$ cat src/rtl/tl_ram_responder.sv
// TileLink-UL RAM slave: single response slot in front of a small 64-bit register file.
// Optional error counter port io_err_count is enabled by defining TL_RESPONDER_ERR_COUNT_EN.
module tl_ram_responder #(
  parameter logic [31:0] BASE       = 32'h0000_1000,
  parameter int          WORDS_LOG2 = 4
) (
  input  logic        clock,
  input  logic        reset,
  input  logic        io_a_valid,
  output logic        io_a_ready,
  input  logic [2:0]  io_a_bits_opcode,
  input  logic [2:0]  io_a_bits_param,
  input  logic [3:0]  io_a_bits_size,
  input  logic [1:0]  io_a_bits_source,
  input  logic [31:0] io_a_bits_address,
  input  logic [7:0]  io_a_bits_mask,
  input  logic [63:0] io_a_bits_data,
  input  logic        io_a_bits_corrupt,
  output logic        io_d_valid,
  input  logic        io_d_ready,
  output logic [2:0]  io_d_bits_opcode,
  output logic [1:0]  io_d_bits_param,
  output logic [3:0]  io_d_bits_size,
  output logic [1:0]  io_d_bits_source,
  output logic        io_d_bits_sink,
  output logic        io_d_bits_denied,
  output logic        io_d_bits_corrupt,
  output logic [63:0] io_d_bits_data
`ifdef TL_RESPONDER_ERR_COUNT_EN
  ,
  output logic [15:0] io_err_count
`endif
);

  localparam int WORDS = 1 << WORDS_LOG2;

  logic [63:0]           mem [WORDS];
  logic [WORDS-1:0]      poison;

  logic                  d_valid;
  logic [2:0]            d_opcode;
  logic [3:0]            d_size;
  logic [1:0]            d_source;
  logic                  d_denied;
  logic                  d_corrupt;
  logic [63:0]           d_data;

  logic                  accept;
  logic [WORDS_LOG2-1:0] word_idx;
  logic                  in_window;
  logic                  aligned;
  logic                  legal;
  logic                  is_get;
  logic                  is_put;
  logic                  data_opcode;
  logic                  do_write;
  logic                  nxt_denied;
  logic                  nxt_corrupt;
  logic [63:0]           nxt_data;

  // param carries no meaning for this slave
  logic                  unused_param;
  assign unused_param = ^io_a_bits_param;

  assign io_a_ready = ~d_valid | io_d_ready;
  assign accept     = io_a_valid & io_a_ready;
  assign word_idx   = io_a_bits_address[WORDS_LOG2+2:3];
  assign in_window  = io_a_bits_address[31:WORDS_LOG2+3] == BASE[31:WORDS_LOG2+3];

  always_comb begin
    case (io_a_bits_size)
      4'd0:    aligned = 1'b1;
      4'd1:    aligned = ~io_a_bits_address[0];
      4'd2:    aligned = io_a_bits_address[1:0] == 2'b00;
      4'd3:    aligned = io_a_bits_address[2:0] == 3'b000;
      default: aligned = 1'b0;
    endcase
  end

  assign legal  = in_window & (io_a_bits_size <= 4'd3) & aligned;
  assign is_get = io_a_bits_opcode == 3'd4;
  assign is_put = (io_a_bits_opcode == 3'd0) | (io_a_bits_opcode == 3'd1);

  // Get and the reserved opcodes 2/3 always answer with AccessAckData, even when denied
  assign data_opcode = is_get | (io_a_bits_opcode == 3'd2) | (io_a_bits_opcode == 3'd3);
  assign nxt_denied  = ~(legal & (is_get | is_put));
  assign do_write    = accept & legal & is_put;

  always_comb begin
    nxt_corrupt = 1'b0;
    nxt_data    = 64'd0;
    if (nxt_denied) begin
      nxt_corrupt = data_opcode;
    end else if (is_get) begin
      nxt_corrupt = poison[word_idx];
      nxt_data    = mem[word_idx];
    end
  end

  // Storage commits on the accept edge, so a following Get sees the new bytes
  always_ff @(posedge clock or negedge reset) begin
    if (!reset) begin
      for (int i = 0; i < WORDS; i++) begin
        mem[i] <= 64'd0;
      end
      poison <= '0;
    end else if (do_write) begin
      for (int b = 0; b < 8; b++) begin
        if (io_a_bits_mask[b]) begin
          mem[word_idx][8*b +: 8] <= io_a_bits_data[8*b +: 8];
        end
      end
      if (|io_a_bits_mask) begin
        poison[word_idx] <= io_a_bits_corrupt;
      end
    end
  end

  always_ff @(posedge clock or negedge reset) begin
    if (!reset) begin
      d_valid   <= 1'b0;
      d_opcode  <= 3'd0;
      d_size    <= 4'd0;
      d_source  <= 2'd0;
      d_denied  <= 1'b0;
      d_corrupt <= 1'b0;
      d_data    <= 64'd0;
    end else if (accept) begin
      d_valid   <= 1'b1;
      d_opcode  <= {2'b00, data_opcode};
      d_size    <= io_a_bits_size;
      d_source  <= io_a_bits_source;
      d_denied  <= nxt_denied;
      d_corrupt <= nxt_corrupt;
      d_data    <= nxt_data;
    end else if (io_d_ready) begin
      d_valid   <= 1'b0;
    end
  end

`ifdef TL_RESPONDER_ERR_COUNT_EN
  logic [15:0] err_count;

  always_ff @(posedge clock or negedge reset) begin
    if (!reset) begin
      err_count <= 16'd0;
    end else if (accept && nxt_denied && err_count != 16'hFFFF) begin
      err_count <= err_count + 16'd1;
    end
  end

  assign io_err_count = err_count;
`endif

  assign io_d_valid        = d_valid;
  assign io_d_bits_opcode  = d_opcode;
  assign io_d_bits_param   = 2'd0;
  assign io_d_bits_size    = d_size;
  assign io_d_bits_source  = d_source;
  assign io_d_bits_sink    = 1'b0;
  assign io_d_bits_denied  = d_denied;
  assign io_d_bits_corrupt = d_corrupt;
  assign io_d_bits_data    = d_data;

endmodule

$ cat config.mk
export PLATFORM = sky130hd
export DESIGN_NAME = tl_ram_responder
export DESIGN_NICKNAME = d
export VERILOG_FILES = /design/src/rtl/tl_ram_responder.sv
export SDC_FILE = /design/constraint.sdc
export NUM_CORES = 2
export LEC_CHECK = 0
export CORE_ASPECT_RATIO = 1.1
export CORE_UTILIZATION = 45
export CTS_CLUSTER_DIAMETER = 120
export DETAILED_ROUTE_END_ITERATION = 8
export GPL_TIMING_DRIVEN = 0
export HOLD_SLACK_MARGIN = 0.08
export PLACE_DENSITY_LB_ADDON = 0.12
export SLEW_MARGIN = 30
export SYNTH_ARGS = -nofsm -noshare
export SYNTH_HDL_FRONTEND = slang
export SYNTH_SLANG_ARGS = --single-unit
$ cat constraint.sdc
create_clock -name clock -period 3.9 [get_ports clock]
set_input_delay 0.78 -clock clock [delete_from_list [all_inputs] [get_ports clock]]
set_output_delay 0.78 -clock clock [all_outputs]
set_load 0.05 [all_outputs]
# Word level (Yosys, flattened, before mapping)
# Cells that the tools add are included.
# Widths: inputs -> output; s select.
# classes
magnitude_cmp,5
n_eq_ne,8
muxes,54
bitwise_logic,15
reduce_logical,9
# op_table
cell,n
$mux 1024,15
$bwmux 1024,8
$demux 64 s4,8
$mux 64,5
$bmux 64 s4,1
$mux 56,1
$mux 48,1
$mux 40,1
$mux 32,1
$eq 25x6->1 const B,1
$mux 24,1
$bwmux 16,1
$mux 16,1
$eq 4x2->1 const B,2
$mux 8,1
$reduce_or 8->1,1
$and 1x1->1,6
$eq 3x2->1 const B,2
$logic_not 3->1,2
$mux 1,6
$ge 5x5->1 const B,1
$lt 4x5->1 const B,1
$lt 5x1->1 const B,1
$not 4->5,1
other kinds (15),22
# totals
ff_bits,1114
inputBits,121
out_inout_bits,80
wordCells,115

# Depth between registers and ports, before layout
# logic_depth
word_depth,28
mapped_depth,8
depth_no_buf,5

# Worst setup path before layout
# Ideal clock, no wire load.
# synth_path
path_kind,input to register
startpoint,in io_d_ready
endpoint,reg mem[832] in the netlist's numbering
setup_ps,125
arrival_ps,2540
path_slack_ps,1235
path_stages,6
path_cell_list,nand2b_1 buf_2 nand3_1 nor3_2 nand3_2 mux2_2
# synth_between
elab_chain_cells,4
# synth_lines
element,line_no,text
"start, declared",20,"input logic io_d_ready,"
$or 1x1->1,65,assign io_a_ready = ~d_valid | io_d_ready;
named net io_a_ready,10,"output logic io_a_ready,"
$and 1x1->1,66,assign accept = io_a_valid & io_a_ready;
$and 1x1->1 (2 in series),87,assign do_write = accept & legal & is_put;
"end signal, assigned by index",110,mem[word_idx][8*b +: 8] <= io_a_bits_data[8*b +: 8];
"end, declared",37,logic [63:0] mem [WORDS];
# The timed path passes the listed nets, and every way through them passes these cells.
# A chain may end at the register's enable or synchronous reset.

# Final worst setup path
# layout_path
startpoint,in io_a_bits_address[4]
endpoint,"reg d_corrupt, in the netlist io_d_bits_corrupt"
# layout_between
elab_chain_cells,4
# layout_lines
element,line_no,text
"start, declared",15,"input logic [31:0] io_a_bits_address,"
$bmux 1 s4,95,nxt_corrupt = poison[word_idx];
$mux 1 (not written as such),95,
$mux 1,94,end else if (is_get) begin
$mux 1,92,if (nxt_denied) begin
"end signal, assigned",134,d_corrupt <= nxt_corrupt;
"end, declared",45,logic d_corrupt;
# Every way passes these cells. The select of a mux whose other input is x is not followed.

==> results summary <==
After floorplanning, the core was divided into 128 placement rows. The register area is 0.02788 mm². The flow ran to the end, but the final reports show violations.

The worst slack on hold paths is 0.4894 ns. The number of resized instances in the post-cts repair step is 0. The detailed-route vias per instance came out at 5.928. The area of the placeable core came out at 0.1107 mm². The post-CTS setup repair buffer count is 0. The endpoint arrival time on the critical path is 4.47 ns. The root cell of the clock tree is clkbuf_16.

The category of the critical setup timing path is in2reg. The floorplan step set the die height to 352.3 µm. The filler cells instantiated in the layout total 8937. In the layout the commonest cells are 1114 x dfrtp_1, 1031 x mux2_2, 260 x mux4_2, 191 x clkdlybuf4s50_1, 152 x clkbuf_1.

Setup repair after global routing left no endpoint under its margin. The width of the die came out at 320.4 µm. The kind of path behind the tightest hold check is reg2reg. For the final database, setup skew stands at 0.02353 ns. The clock passes through at most 3 buffers. The placed standard-cell area is 0.05441 mm². The worst register-to-register path ends at mem[115]. The number of clock sinks came out at 1114. The final net count is 3566. The HPWL after detailed placement is 96890 µm. The share of the clock period used by the worst path after layout came out at 1.008. Of the synthesized area, sequential elements account for 0.5554. The top-level port count came out at 201.

Before CTS, the worst setup slack after placement is -0.6073 ns. Across all layers, the routed design uses 29860 vias. The data required time at the worst endpoint is 4.44 ns. The number of buffers created by CTS is 116.

The remaining global-route overflow came out at 0. In this run the most critical hold path is launched from mem[753]. The register-to-register setup slack came out at 0.69 ns. The length in cells of the worst reg-to-reg path is 6.

The max-slew violation count is 0. The startpoint of the worst-slack reg-to-reg timing path is io_d_valid. After clock tree synthesis, the clock-pin slew on the worst setup and hold paths is 0.06 ns. The most common cell after layout, fill and taps aside is dfrtp_1. The total power divided by cell area is 416.1 mW/mm². For this run, design rule violations remaining after detail routing come to 0. The number of routed nets with antenna violations is 0. Entering global routing, the biggest net connects 133 pins.

The worst setup path is launched from a primary input. Including well taps, the total number of placed cells is 4821. Based on the critical path, the design can be clocked at up to 0.2544 GHz.

The worst setup path is captured at a register. The overall global routing resource usage came out at 0.2588. The via count of the first global-routing pass is 33290. The biggest fanout along the worst timing path is 10. The post-synthesis area per instance is 16.11 µm². The hold path depth is 1. The growth of design area from synthesis to finish came out at 16.42%. For this block, the routed nets add up to 143400 µm of wire. The static leakage came out at 0.02794 µW. The share of synthesized area in the top cell type comes to 0.5554. Before antenna repair, the detailed router went through 5 iterations. The slew at the pin closest to its max-slew limit came out at 1.005 ns. The TritonCTS clock tree is built. The routed wirelength normalized by instance count is 28.46 µm.

Of the cells placed in the final design, the portion with a size suffix greater than 1 is 0.4866. The die area is 0.1129 mm². The final estimated routing congestion in global placement came out at 0.8136.

The number of different library cells in the post-synthesis netlist came out at 36. The total count of hold-check failures in the final report came out at 0. The synthesis-stage register bit count is 1114. For this configuration, the core starts out at a cell density of 0.4535. The library cell with the largest summed area after synthesis is dfrtp_1. The gate count after technology mapping came out at 3116.

The setup-violating endpoint count in the final report came out at 1. Counting I/O delays and the setup requirement, the final critical path takes 3.930 ns. The mapped cell area is 0.05019 mm². Port buffering added 192 buffers. In the final layout, the multi-input gates occupy 0.02147 mm². The area of all placed cells without fillers came out at 0.05843 mm². The DRC violation total after the first TritonRoute iteration came out at 1880. For the worst-skew pair, the clock arrives at the later sink with an insertion delay of 0.70 ns.

The largest voltage drop on the vdd net came out at 347.7 µV. The final instance count without filler cells came out at 5037. The endpoint of the worst hold path is mem[753].

The clock tree synthesis step divided the H-tree into 3 levels. The relative slew slack came out at 0.3275. The first-pass GRT wire length came out at 216300 µm.

The end-of-flow core utilization came out at 0.5280. The yosys synthesis warning count is 0. The final reports fail on setup timing. The max-cap violation count is 0.

The number of antenna violations at the first check in global routing came out at 6. After synthesis, the cell types taking the most area are dfrtp_1 56%, mux2_2 23%, mux4_2 12%. The cts-stage hold buffer count is 1. The slack of the critical path is -0.03048 ns.
[area by class of cell]
cell class              instances  share of cell area
diodes                          1          0.00004283
plain buffers                 211             0.01606
clock buffers                 173             0.05991
clock inverters                41            0.008630
multi-input cells            1795              0.3675
flip-flops and latches       1114              0.4771
well taps                    1495             0.03201
repair buffers                207             0.03876
[sequential cells by signal, summed over array words and instances, names as in the netlist]
signal	count
io_d_bits_size	4
io_d_bits_source	2
io_d_bits_denied	1
poison	16
mem	1024
io_d_valid	1
io_d_bits_corrupt	1
io_d_bits_opcode	1
io_d_bits_data	64
[cells by family after synthesis]
group	count (synthesis)	share of synthesized area
multiplexers	1304	0.3509
flip-flops	1114	0.5554
AND/OR/NAND/NOR	284	0.04308
buffers and inverters	211	0.01855
AO/OA/AOI/OAI	202	0.03194
other	1	0.00007472
[critical path, cell delays in order]
cell	delay (ns)
clkdlybuf4s50_1	0.64
buf_2	0.42
clkbuf_1	0.78
clkbuf_1	0.71
mux4_2	0.41
a21oi_1	0.56
a31oi_1	0.16
[layer usage]
metal,vias up,wire length (µm),track usage
met2,859,69970,0.4248
li1,12540,-,-
met3,318,8039,0.04881
met1,16140,59330,0.3389
met5,-,12,0
met4,2,5992,0.1042
[worst max path at each step]
stage                     slack (ns)  depth (start not counted)            endpoint            startpoint
final                          -0.03                          7   io_d_bits_corrupt  io_a_bits_address[4]
after floorplan                 1.24                          6            mem[832]            io_d_ready
after global placement        -44.60                          1            mem[148]                 reset
after global routing          0.0006                          7   io_d_bits_corrupt  io_a_bits_address[3]
after detailed placement       -0.61                          8  io_d_bits_data[60]  io_a_bits_address[4]
after CTS                       0.12                          8  io_d_bits_data[60]  io_a_bits_address[4]
[Yosys cell counts]
cell and number:
nor3_2 2, mux4_2 260, nor4_1 9, buf_1 7, o21a_1 1, a21oi_1 3, nand3_2 118, nand3_1 7
and3_1 1, conb_1 1, nand3_4 8, a22oi_1 128, nor2_1 4, mux2_1 13, nand4_1 20, and2b_1 2
nor4b_2 1, clkbuf_1 134, a22o_1 65, nor2_2 11, nor3_1 2, nor2b_1 3, nand2b_1 5, a31oi_1 2
buf_6 1, mux2_2 1031, dfrtp_1 1114, nand2_1 74, and2_1 11, nor2_4 2, a2111oi_4 1, or3_1 1
nor3_4 3, buf_4 18, buf_2 51, o21ai_0 2
[through the flow]
stage | TNS (ns) | power, µW
2_1_floorplan | 0 | 12270
3_3_place_gp | - | 12980
3_5_place_dp | -67.61 | 13030
4_1_cts | 0 | 24540
5_1_grt | 0 | 25120
6_report | -0.03048 | 24310
[report_power, final]
group	internal (µW)	switching [µW]	total, µW	leakage (µW)
Clock	6840	4670	11500	0.00198
Combinational	335	888	1220	0.0104
Sequential	11600	7.46	11600	0.0155
Total	18700	5570	24300	0.0279
(Power assumes the default switching activity.)
